[src/rtl/sobolcnt_mc_pkg.sv]
// sobolcnt_mc_pkg: shared definitions for the multi-channel Sobol index counter.
// Holds the default counter width, the boundary mode constants, the LSZ index
// width derivation and the per-channel step encoding.
package sobolcnt_mc_pkg;

    localparam int SOBOLCNT_BITWIDTH = 8;

    // Boundary modes for the SAT parameter.
    localparam int SOBOLCNT_WRAP = 0;
    localparam int SOBOLCNT_SAT  = 1;

    // LSZ index must represent 0..bitwidth inclusive (bitwidth = all-ones count).
    function automatic int sobolcnt_idxw(input int bitwidth);
        return $clog2(bitwidth) + 1;
    endfunction

    // What a channel does on the coming edge, after priority resolution.
    typedef enum logic [2:0] {
        STEP_HOLD,
        STEP_CLR,
        STEP_LOAD,
        STEP_UP,
        STEP_DOWN
    } step_e;

endpackage

[src/rtl/sobolcnt_mc_lszdet.sv]
// lszdet: combinational least-significant-zero detector.
// Returns the bit position of the lowest 0 in iCnt, or BITWIDTH when iCnt is
// all ones. Only compiled when SOBOLCNT_LSZ_EN is defined; without the macro
// the counter builds no LSZ logic at all.
`ifdef SOBOLCNT_LSZ_EN
module lszdet
    import sobolcnt_mc_pkg::*;
#(
    parameter int  BITWIDTH = SOBOLCNT_BITWIDTH,
    localparam int IDXW     = sobolcnt_idxw(BITWIDTH)
) (
    input  logic [BITWIDTH-1:0] iCnt,
    output logic [IDXW-1:0]     oIdx
);

    // Scan from MSB down so the lowest zero bit is the last one to win.
    always_comb begin
        oIdx = IDXW'(BITWIDTH);
        for (int i = BITWIDTH - 1; i >= 0; i--) begin
            if (!iCnt[i]) begin
                oIdx = IDXW'(i);
            end
        end
    end

endmodule
`endif

[src/rtl/sobolcnt_mc.sv]
// sobolcnt_mc: NCH independent up/down index counters for the Sobol RNG datapath.
// Per channel: clear > load > enabled step > hold, wrap or saturate at the
// boundary, registered terminal-count pulse and registered LSZ index.
// Build option: SOBOLCNT_LSZ_EN builds the LSZ detectors and index registers;
// without it oLszIdx is tied to zero.
module sobolcnt_mc
    import sobolcnt_mc_pkg::*;
#(
    parameter int  BITWIDTH = SOBOLCNT_BITWIDTH,
    parameter int  NCH      = 4,
    parameter int  SAT      = SOBOLCNT_WRAP,
    localparam int IDXW     = sobolcnt_idxw(BITWIDTH)
) (
    input  logic                    iClk,
    input  logic                    iRst,
    input  logic                    iClr,
    input  logic [NCH-1:0]          iEn,
    input  logic [NCH-1:0]          iDn,
    input  logic [NCH-1:0]          iLd,
    input  logic [BITWIDTH-1:0]     iLdVal,
    output logic [NCH*BITWIDTH-1:0] oCnt,
    output logic [NCH-1:0]          oTc,
    output logic [NCH*IDXW-1:0]     oLszIdx
);

    localparam bit                SATURATE = (SAT == SOBOLCNT_SAT);
    localparam logic [BITWIDTH-1:0] ONE    = BITWIDTH'(1);

    for (genvar g = 0; g < NCH; g++) begin : g_ch
        step_e               step;
        logic [BITWIDTH-1:0] cnt_q, cnt_d;
        logic                tc_q, tc_d;
        logic                at_bound;

        // Resolve this channel's action from the shared clear and its own controls.
        always_comb begin
            if (iClr) begin
                step = STEP_CLR;
            end else if (iLd[g]) begin
                step = STEP_LOAD;
            end else if (iEn[g]) begin
                step = iDn[g] ? STEP_DOWN : STEP_UP;
            end else begin
                step = STEP_HOLD;
            end
        end

        // Next count and terminal-count; a step at the boundary flags tc and
        // either wraps naturally or is blocked in saturate mode.
        always_comb begin
            cnt_d    = cnt_q;
            tc_d     = 1'b0;
            at_bound = 1'b0;
            unique case (step)
                STEP_CLR:  cnt_d = '0;
                STEP_LOAD: cnt_d = iLdVal;
                STEP_UP: begin
                    at_bound = &cnt_q;
                    tc_d     = at_bound;
                    if (!(at_bound && SATURATE)) begin
                        cnt_d = cnt_q + ONE;
                    end
                end
                STEP_DOWN: begin
                    at_bound = ~|cnt_q;
                    tc_d     = at_bound;
                    if (!(at_bound && SATURATE)) begin
                        cnt_d = cnt_q - ONE;
                    end
                end
                default: ;
            endcase
        end

        // Count and terminal-count registers.
        always_ff @(posedge iClk or posedge iRst) begin
            if (iRst) begin
                cnt_q <= '0;
                tc_q  <= 1'b0;
            end else begin
                cnt_q <= cnt_d;
                tc_q  <= tc_d;
            end
        end

        assign oCnt[g*BITWIDTH +: BITWIDTH] = cnt_q;
        assign oTc[g]                       = tc_q;

`ifdef SOBOLCNT_LSZ_EN
        logic [IDXW-1:0] lsz_d, lsz_q;

        // Detect on the next count so the registered index lines up with oCnt.
        lszdet #(
            .BITWIDTH (BITWIDTH)
        ) u_lszdet (
            .iCnt (cnt_d),
            .oIdx (lsz_d)
        );

        // LSZ index register.
        always_ff @(posedge iClk or posedge iRst) begin
            if (iRst) begin
                lsz_q <= '0;
            end else begin
                lsz_q <= lsz_d;
            end
        end

        assign oLszIdx[g*IDXW +: IDXW] = lsz_q;
`else
        assign oLszIdx[g*IDXW +: IDXW] = '0;
`endif
    end

endmodule

[config.mk]
export PLATFORM = sky130hd
export DESIGN_NAME = sobolcnt_mc
export DESIGN_NICKNAME = d
export VERILOG_FILES = /design/src/rtl/sobolcnt_mc_pkg.sv /design/src/rtl/sobolcnt_mc_lszdet.sv /design/src/rtl/sobolcnt_mc.sv
export SDC_FILE = /design/constraint.sdc
export NUM_CORES = 1
export LEC_CHECK = 0
export BUFFER_PORTS_ARGS = -buffer_cell sky130_fd_sc_hd__clkbuf_2
export CORE_MARGIN = 2
export CORE_UTILIZATION = 40
export CTS_BUF_LIST = sky130_fd_sc_hd__clkbuf_16
export DETAILED_ROUTE_END_ITERATION = 12
export PLACE_DENSITY = 0.67
export SYNTH_ARGS = -nofsm -noshare
export SYNTH_HDL_FRONTEND = slang
export SYNTH_SLANG_ARGS = --single-unit
[constraint.sdc]
create_clock -name iClk -period 2.1 [get_ports iClk]
set_input_delay 0.21 -clock iClk [delete_from_list [all_inputs] [get_ports iClk]]
set_output_delay 0.21 -clock iClk [all_outputs]
set_load 0.1 [all_outputs]
## Word-level counts from Yosys, hierarchy flattened

Cells that the tools add are included.

| word-level totals | value |
|---|---|
| register bits after elaboration | 36 |
| latch bits | 0 |
| bits in writable memories | 0 |
| bits in read-only memories | 0 |
| input bits | 23 |
| memories kept | 0 |

| operators by class | value |
|---|---|
| add/subtract/negate cells | 8 |
| multiply operators | 0 |
| divide/modulo/power cells | 0 |
| order comparisons | 0 |
| eq/ne operators | 16 |
| shift-type cells | 0 |
| muxes and demuxes | 24 |
| bitwise gates (word level) | 0 |
| reduce and logical (&&, ||, !) cells | 16 |

Operators by type and width:

| cell | count |
|---|---|
| one-hot mux 8 bit (4 select lines) | 4 |
| 2-to-1 mux 3 bit | 16 |
| adder 8 x 1 -> 8 bit, second input constant | 4 |
| AND reduction 8 bit | 4 |
| OR reduction 8 bit | 4 |
| subtractor 8 x 1 -> 8 bit, second input constant | 4 |
| == test 3 x 2 -> 1 bit, second input constant | 8 |
| nonzero test 4 bit | 4 |
| == test 3 x 1 -> 1 bit, second input constant | 4 |
| == test 3 bit, second input constant | 4 |
| one-hot mux 1 bit (2 select lines) | 4 |
| zero test 1 bit | 4 |

## Depth between registers and ports, before layout

Gate-level depths: netlist of run 1.

| depth | value |
|---|---|
| depth in word-level cells | 6 |
| gate-level depth with buffers | 9 |

## Worst setup path before layout of run 1

OpenSTA, ideal clock, no wires.

| timing | value |
|---|---|
| kind | input -> register |
| from | input iEn[2] |
| to | register g_ch[2].cnt_q[7] |
| data arrival time | 2875 ps |
| data required time | 2001 ps |
| setup slack | -875 ps |
| stages on the path | 9 |
| buffers on the path | 2 |
| path through | clkbuf_1 > clkbuf_1 > nor4bb_1 > ha_1 > a21oi_2 > a211oi_1 > or3_1 > and2_1 > a311oi_1 |

| between the ends | value |
|---|---|
| longest elaborated chain between the ends | 5 |

Ends and longest elaborated chain:

| element | line | text |
|---|---|---|
| start: declaration | sobolcnt_mc.sv:17 | `input logic [NCH-1:0] iEn,` |
| 2-to-1 mux 3 bit (*) | sobolcnt_mc.sv:41 | `end else if (iEn[g]) begin` |
| 2-to-1 mux 3 bit (*) | sobolcnt_mc.sv:39 | `end else if (iLd[g]) begin` |
| 2-to-1 mux 3 bit (*) | sobolcnt_mc.sv:37 | `if (iClr) begin` |
| == test 3 bit (tied with other cells) | sobolcnt_mc.sv:54 | `unique case (step)` |
| one-hot mux 8 bit (4 select lines) / nonzero test 4 bit (equally long branches) | n/a |  |
| end signal: assignment | sobolcnt_mc.sv:81 | `cnt_q <= cnt_d;` |
| end: declaration | sobolcnt_mc.sv:31 | `logic [BITWIDTH-1:0] cnt_q, cnt_d;` |

Every way passes the cells marked *; elsewhere a longest branch is shown, timed or not.
A chain may end at the register's enable or synchronous reset.

## Final worst setup path of run 1

| timing | value |
|---|---|
| from | input iClr |
| to | register g_ch[2].cnt_q[7] |

| between the ends | value |
|---|---|
| longest elaborated chain between the ends | 3 |

Ends and longest elaborated chain:

| element | line | text |
|---|---|---|
| start: declaration | sobolcnt_mc.sv:16 | `input logic iClr,` |
| 2-to-1 mux 3 bit (*) | sobolcnt_mc.sv:37 |  |
| == test 3 bit (tied with other cells) | sobolcnt_mc.sv:54 |  |
| one-hot mux 8 bit (4 select lines) / nonzero test 4 bit (equally long branches) | n/a |  |

Marks and branches as above.

==> results.toml, run 1 <==
[grt]
grtUsageTotal_pct = 21.5
grt_max_degree = 37
grt_pass1_vias = 3109
grt_pass1_wl_um = 14900
overflow = 0
antenna_found_initial = 0

[layout]
drive_gt1_share_pct = 35.7
nNetsFinal = 534
stdcell_count = 586
area_delta_synth_final_pct = 32.2
diodes = 0
nFillCells = 713

[sta]
worst_clock_skew_ns = 0.00712
fmax_mhz = 501
finalSetupViolations = 0
maxSlewHeadroom_pct = 63.6
worst_slack_ns = 0.105
final-max-slew-violation-count = 0
tightest_slew_ns = 0.548
post-route-min-period_ns = 2.00
hold_violations = 0
min_period_over_period_pct = 95.0

[placed_design]
place_congestion = 0.906
pre_cts_ws_ns = -0.352
io_buffers = 58
numPlacedInstances = 576
place_hpwl_um = 6780

[detailed_routing]
num_vias = 3269
drc = 0
drt-initial-drc-count = 98
first_pass_iters = 4
wl_per_cell_um = 16.0
avgViaCountPerCell = 5.58
ant_nets = 0
drt-total-wl_um = 9370

[cts]
clkTransAtPathRegs_ns = 0.06
clock-sinks = 36
cts_tree = "done"
clk_path_buf_depth = 2
clock_latency_ns = 0.28
h-tree-depth = 2
cts_hold_buf = 0
cts-root-buf = "clkbuf_16"
cts_inserted_buffers = 5

[worst_setup_path]
worstPathRequired_ns = 2.25
critPathMaxFanout = 7
slowest_stage = "nor4bb_4"
cpLargestDelayFamily = "simple AND/OR/NAND/NOR gates"
slowest_delay_ns = 0.44
arrival_ns = 2.15
crit_chain = "buf_4 -> nor4bb_4 -> ha_1 -> a21oi_1 -> o21ai_1 -> or3_4 -> a311oi_2 -> a311oi_2"
crit_type = "in -> reg"
cp-end-kind = "register"
cp_common_cell = "a311oi_2"
worst-path-buf-inv = 1
startpoint_type = "input port"

[power_and_ir_drop]
vdd_drop_max_mv = 0.324
p_leak_nw = 2.10
powerDensity_nw_per_um2 = 653
power_w = 0.00279

[die]
die_y_um = 94.0
initial_utilization_pct = 41.7
pin_count = 75
die_area_um2 = 8830
core-area_um2 = 7770
rows = 32
die_x_um = 94.0

[synthesis]
yosysSeqAreaShare_pct = 27.8
synth_edf_count = 0
ys_seq_elements = 36
synth_ff_type = "dfrtp_1"
yosysWarnings = 0
syn_avg_cell_area_um2 = 8.39
synth.top_cells.by_count = "39 x a21oi_1, 36 x dfrtp_1, 32 x nand2_1"
yosys-top-cells-area = "dfrtp_1 28%, ha_1 9.3%, a21oi_1 6.0%"
synth.most_common_cell = "a21oi_1"
async_flop_share_pct = 100
synth.largest_area_cell = "dfrtp_1"
post_synth_instance_area_um2 = 3240
synthDistinctLibCells = 47
yosys.area.top_type_share_pct = 27.8
synth_cells = 386

[run]
cap_violations = 0

[worst_hold_path]
hold_path.class = "in -> async"

[run_status]
status = "completed"
[registers in the layout, indices dropped and copies added (netlist names)]
register / cells
g_ch.cnt_q: 32
g_ch.tc_q: 4
[placed cells by master (no fill, tap or decap), types with 12 or more instances in the layout]
master,instances
clkbuf_2,57
conb_1,16
buf_4,55
nand2_1,32
a211oi_1,12
o21ai_0,13
nor2_1,28
ha_1,20
inv_1,24
a21oi_1,34
dfrtp_1,12
dfrtp_2,23
[power breakdown]
| part | internal, W | total (W) | leakage [nW] | switching [W] |
|---|---|---|---|---|
| combinational | 0.000307 | 0.00110 | 1.58 | 0.000794 |
| sequential | 0.000748 | 0.000831 | 0.439 | 0.0000828 |
| clock | 0.000554 | 0.000862 | 0.0850 | 0.000308 |
| total | 0.00161 | 0.00279 | 2.10 | 0.00119 |
[worst min-delay path: cells and delay by family]
kind / cells / cell delay, ns
buf+inv: 3 / 0.53
[repair_timing]
| action | 4_1_cts | 5_1_grt |
|---|---|---|
| setup buffers | 2 | 0 |
| hold endpoints to repair | 0 | 0 |
| pin swaps | 1 | 9 |
| gates resized for setup | 3 | 20 |
| endpoints found under the setup margin | 3 | 13 |
[path summary, 6_finish.rpt]
path                                              start                            to  slack, ns  cells past startpoint
setup / recovery                                   iClr  g_ch[2].cnt_q[7]$_DFFE_PP0P_       0.10                      8
hold / removal                                     iRst  g_ch[3].cnt_q[5]$_DFFE_PP0P_       0.01                      3
min in group iClk                                  iClr  g_ch[0].cnt_q[3]$_DFFE_PP0P_       0.19                      2
hold reg to reg            g_ch[3].cnt_q[0]$_DFFE_PP0P_  g_ch[3].cnt_q[0]$_DFFE_PP0P_       0.67                      3
setup reg to reg           g_ch[0].cnt_q[2]$_DFFE_PP0P_  g_ch[0].cnt_q[7]$_DFFE_PP0P_       0.14                      7
max in group asynchronous                          iRst  g_ch[0].cnt_q[6]$_DFFE_PP0P_       1.71                      3
[per-stage QoR]
stage	cell area [µm²]	setup TNS, ns	utilization, %	hold slack [ns]
floorplan	3520	-0.661	-	0.333
global placement	4000	-2.60	51.5	0.333
detailed placement	4000	-3.85	51.5	0.341
CTS	4190	0	53.9	0.0403
global route	4280	-0.0657	55.1	0.0631
finish	4280	0	55.1	0.0134
[layout make-up]
type,instances,area (µm²),share of cell area (%)
Multi-Input combinational cell,304,2270,53.0
Sequential cell,36,933,21.8
Timing Repair Buffer,112,698,16.3
Tap cell,102,128,2.98
Clock buffer,5,125,2.92
Inverter,24,90.1,2.10
Clock inverter,3,38.8,0.906
[per-layer routing]
| layer | wire length, µm | track usage [%] |
|---|---|---|
| met5 | 0 | 0 |
| met4 | 121 | 6.16 |
| met3 | 485 | 3.13 |
| met2 | 4780 | 37.4 |
| met1 | 3980 | 27.6 |
[cell families (layout without fill, tap and decap cells)]
kind of cell,count (synthesis),count (layout),synth area share (%)
AO/OA/AOI/OAI,117,117,24.5
adder cells (fa/ha/maj),28,28,11.8
multiplexers,9,9,2.78
AND/OR/NAND/NOR,117,117,18.9
buffers and inverters,61,144,9.47
other,1,16,0.116
XOR/XNOR,17,17,4.60
flip-flops,36,36,27.8
No activity file was read; power rests on OpenSTA's default activity.
==> inputs of run 2 (changes only) <==
--- a/config.mk
+++ b/config.mk
@@ -7,10 +7,10 @@
 export LEC_CHECK = 0
 export BUFFER_PORTS_ARGS = -buffer_cell sky130_fd_sc_hd__clkbuf_2
 export CORE_MARGIN = 2
-export CORE_UTILIZATION = 40
+export CORE_UTILIZATION = 55
 export CTS_BUF_LIST = sky130_fd_sc_hd__clkbuf_16
 export DETAILED_ROUTE_END_ITERATION = 12
-export PLACE_DENSITY = 0.67
+export PLACE_DENSITY = 0.86
 export SYNTH_ARGS = -nofsm -noshare
 export SYNTH_HDL_FRONTEND = slang
 export SYNTH_SLANG_ARGS = --single-unit
==> run 2 against run 1 <==
Effect of this change: sequential cell count did not move; clock power down 17%; core utilization is 19 points higher; power down 5.4%.
==> results.toml, run 2 (synthesized netlist as in run 1, its figures left out) <==
[worst_setup_path]
r2r-start = "g_ch[2].cnt_q[2]$_DFFE_PP0P_"
r2r_setup_slack_ns = 0.11
startpoint_type = "input port"
worstPathRequired_ns = 2.28
r2r_end = "g_ch[2].cnt_q[7]$_DFFE_PP0P_"
r2r_cells = 6
arrival_ns = 2.18
critPathMaxFanout = 8
crit_type = "in -> reg"
crit_path_start = "iClr"
cp-end-kind = "register"

[sta]
final-max-slew-violation-count = 0
post-route-min-period_ns = 2.00
hold_violations = 0
fin_tns_setup_ns = 0
maxSlewHeadroom_pct = 63.7
rsz0062_at_grt = "true"
fmax_mhz = 500
finalSetupViolations = 0
holdWs_ns = 0.0171
min_period_over_period_pct = 95.3
tightest_slew_ns = 0.547
worst_clock_skew_ns = 0.00523

[power_and_ir_drop]
vdd_drop_max_mv = 0.430
p_leak_nw = 2.10
powerDensity_nw_per_um2 = 635
combPwrFrac_pct = 41.5
p_seq_share_pct = 31.4
switching_share_pct = 44.1
p_switching_w = 0.00117
intPower_w = 0.00148
clkPwrFrac_pct = 27.1

[die]
die_x_um = 80.7
die_area_um2 = 6510
rows = 27
die_y_um = 80.7
core-area_um2 = 5610
initial_utilization_pct = 57.7
pin_count = 75

[run_status]
status = "completed"

[detailed_routing]
wl_per_cell_um = 16.6
first_pass_iters = 4
ant_nets = 0
num_vias = 3373
avgViaCountPerCell = 6.04
drt-total-wl_um = 9270
drc = 0
drt-initial-drc-count = 198

[cts]
cts_hold_buf = 0
cts_tree = "done"
cts_inserted_buffers = 5
clock_latency_ns = 0.28
clkTransAtPathRegs_ns = 0.06
clock-sinks = 36
cts-root-buf = "clkbuf_16"
h-tree-depth = 2
clk_path_buf_depth = 2

[layout]
nFillCells = 424
stdcell_count = 558
drive_gt1_share_pct = 34.0
ff_latch_area_um2 = 933
utilization_pct = 74.3
multi_input_area_um2 = 2200
largest_reg_flops = 32
diodes = 0
final_cell_mix = "57 x clkbuf_2, 56 x buf_4, 34 x a21oi_1, 32 x nand2_1, 28 x nor2_1"
largest-register = "g_ch.cnt_q"
design_area_um2 = 4170
final_common_cell = "clkbuf_2"
nNetsFinal = 536
reg.largest.list = "g_ch.cnt_q: 32 flops, g_ch.tc_q: 4 flops"
area_delta_synth_final_pct = 28.7

[worst_hold_path]
hold_path.class = "in -> async"

[grt]
grt_max_degree = 37
grtUsageTotal_pct = 28.9
grt_pass1_wl_um = 14500
grt_pass1_vias = 3099
overflow = 0
antenna_found_initial = 0

[placed_design]
post_dp_cell_area_um2 = 3980
numPlacedInstances = 548
place_congestion = 0.952
io_buffers = 58
place_hpwl_um = 6840

[run]
cap_violations = 0
run 2: cell types whose count changed in the layout (fill, tap and decap cells not counted):
cell | before | now
bufinv_16 | 1 | 0
and2_4 | 1 | 0
buf_4 | 55 | 56
a311oi_2 | 5 | 1
a311oi_1 | 2 | 6
buf_6 | 0 | 1
ha_1 | 20 | 22
a21oi_2 | 6 | 7
ha_4 | 4 | 2
inv_1 | 24 | 25
a21oi_4 | 1 | 0
or3_1 | 4 | 6
or3_4 | 2 | 0
and2_1 | 1 | 2
run 2: power by group through the flow:
stage / sequential, W / clock [W] / combinational, W
finish: 0.000831 / 0.000716 / 0.00110
global route: 0.000837 / 0.000751 / 0.00116
CTS: 0.000827 / 0.000720 / 0.00108
detailed placement: 0.000839 / 0 / 0.00108
global placement: 0.000835 / 0 / 0.00105
floorplan: 0.00116 / 0 / 0.000531
run 2: layer usage:
metal | vias to the layer above | routed length, µm | global-route usage (%)
met3 | 17 | 497 | 5.39
met2 | 117 | 4640 | 49.8
li1 | 1590 | - | -
met1 | 1649 | 3980 | 35.6
met4 | 0 | 152 | 11.9
met5 | - | 0 | 0
run 2: cell type report:
class,instances,area share [%]
clock buffers,5,3.00
clock inverters,3,0.300
inverters,24,2.16
multi-input cells,304,52.7
flip-flops and latches,36,22.4
well taps,72,2.16
repair buffers,114,17.2
run 2: metrics by stage:
stage	power, W	worst slack, ns
finish	0.00264	0.0982
global route	0.00274	-0.0531
CTS	0.00263	0.0110
detailed placement	0.00191	-0.310
global placement	0.00188	-0.212
floorplan	0.00169	-0.230
run 2: timing repair:
| item | 4_1_cts | 5_1_grt |
|---|---|---|
| pin swaps | 2 | 8 |
| setup buffers | 1 | 1 |
| setup endpoints to repair | 1 | 11 |
| gates resized for setup | 0 | 14 |
run 2: worst max-delay path by stage:
| stage | end | slack [ns] | cells past startpoint |
|---|---|---|---|
| finish | g_ch[2].cnt_q[7]$_DFFE_PP0P_ | 0.1 | 8 |
| global route | g_ch[0].cnt_q[7]$_DFFE_PP0P_ | -0.05 | 7 |
| CTS | g_ch[0].cnt_q[7]$_DFFE_PP0P_ | 0.01 | 11 |
| detailed placement | g_ch[1].cnt_q[7]$_DFFE_PP0P_ | -0.31 | 8 |
| global placement | g_ch[1].cnt_q[7]$_DFFE_PP0P_ | -0.21 | 8 |
| floorplan | g_ch[2].cnt_q[7]$_DFFE_PP0P_ | -0.23 | 9 |
run 2: worst max-delay path, stage by stage:
cell and delay, ns:
buf_6 0.13, nor4bb_4 0.40, ha_1 0.34, a21oi_2 0.20, a211oi_2 0.10, or3_1 0.37, and2_1 0.15, a311oi_2 0.27
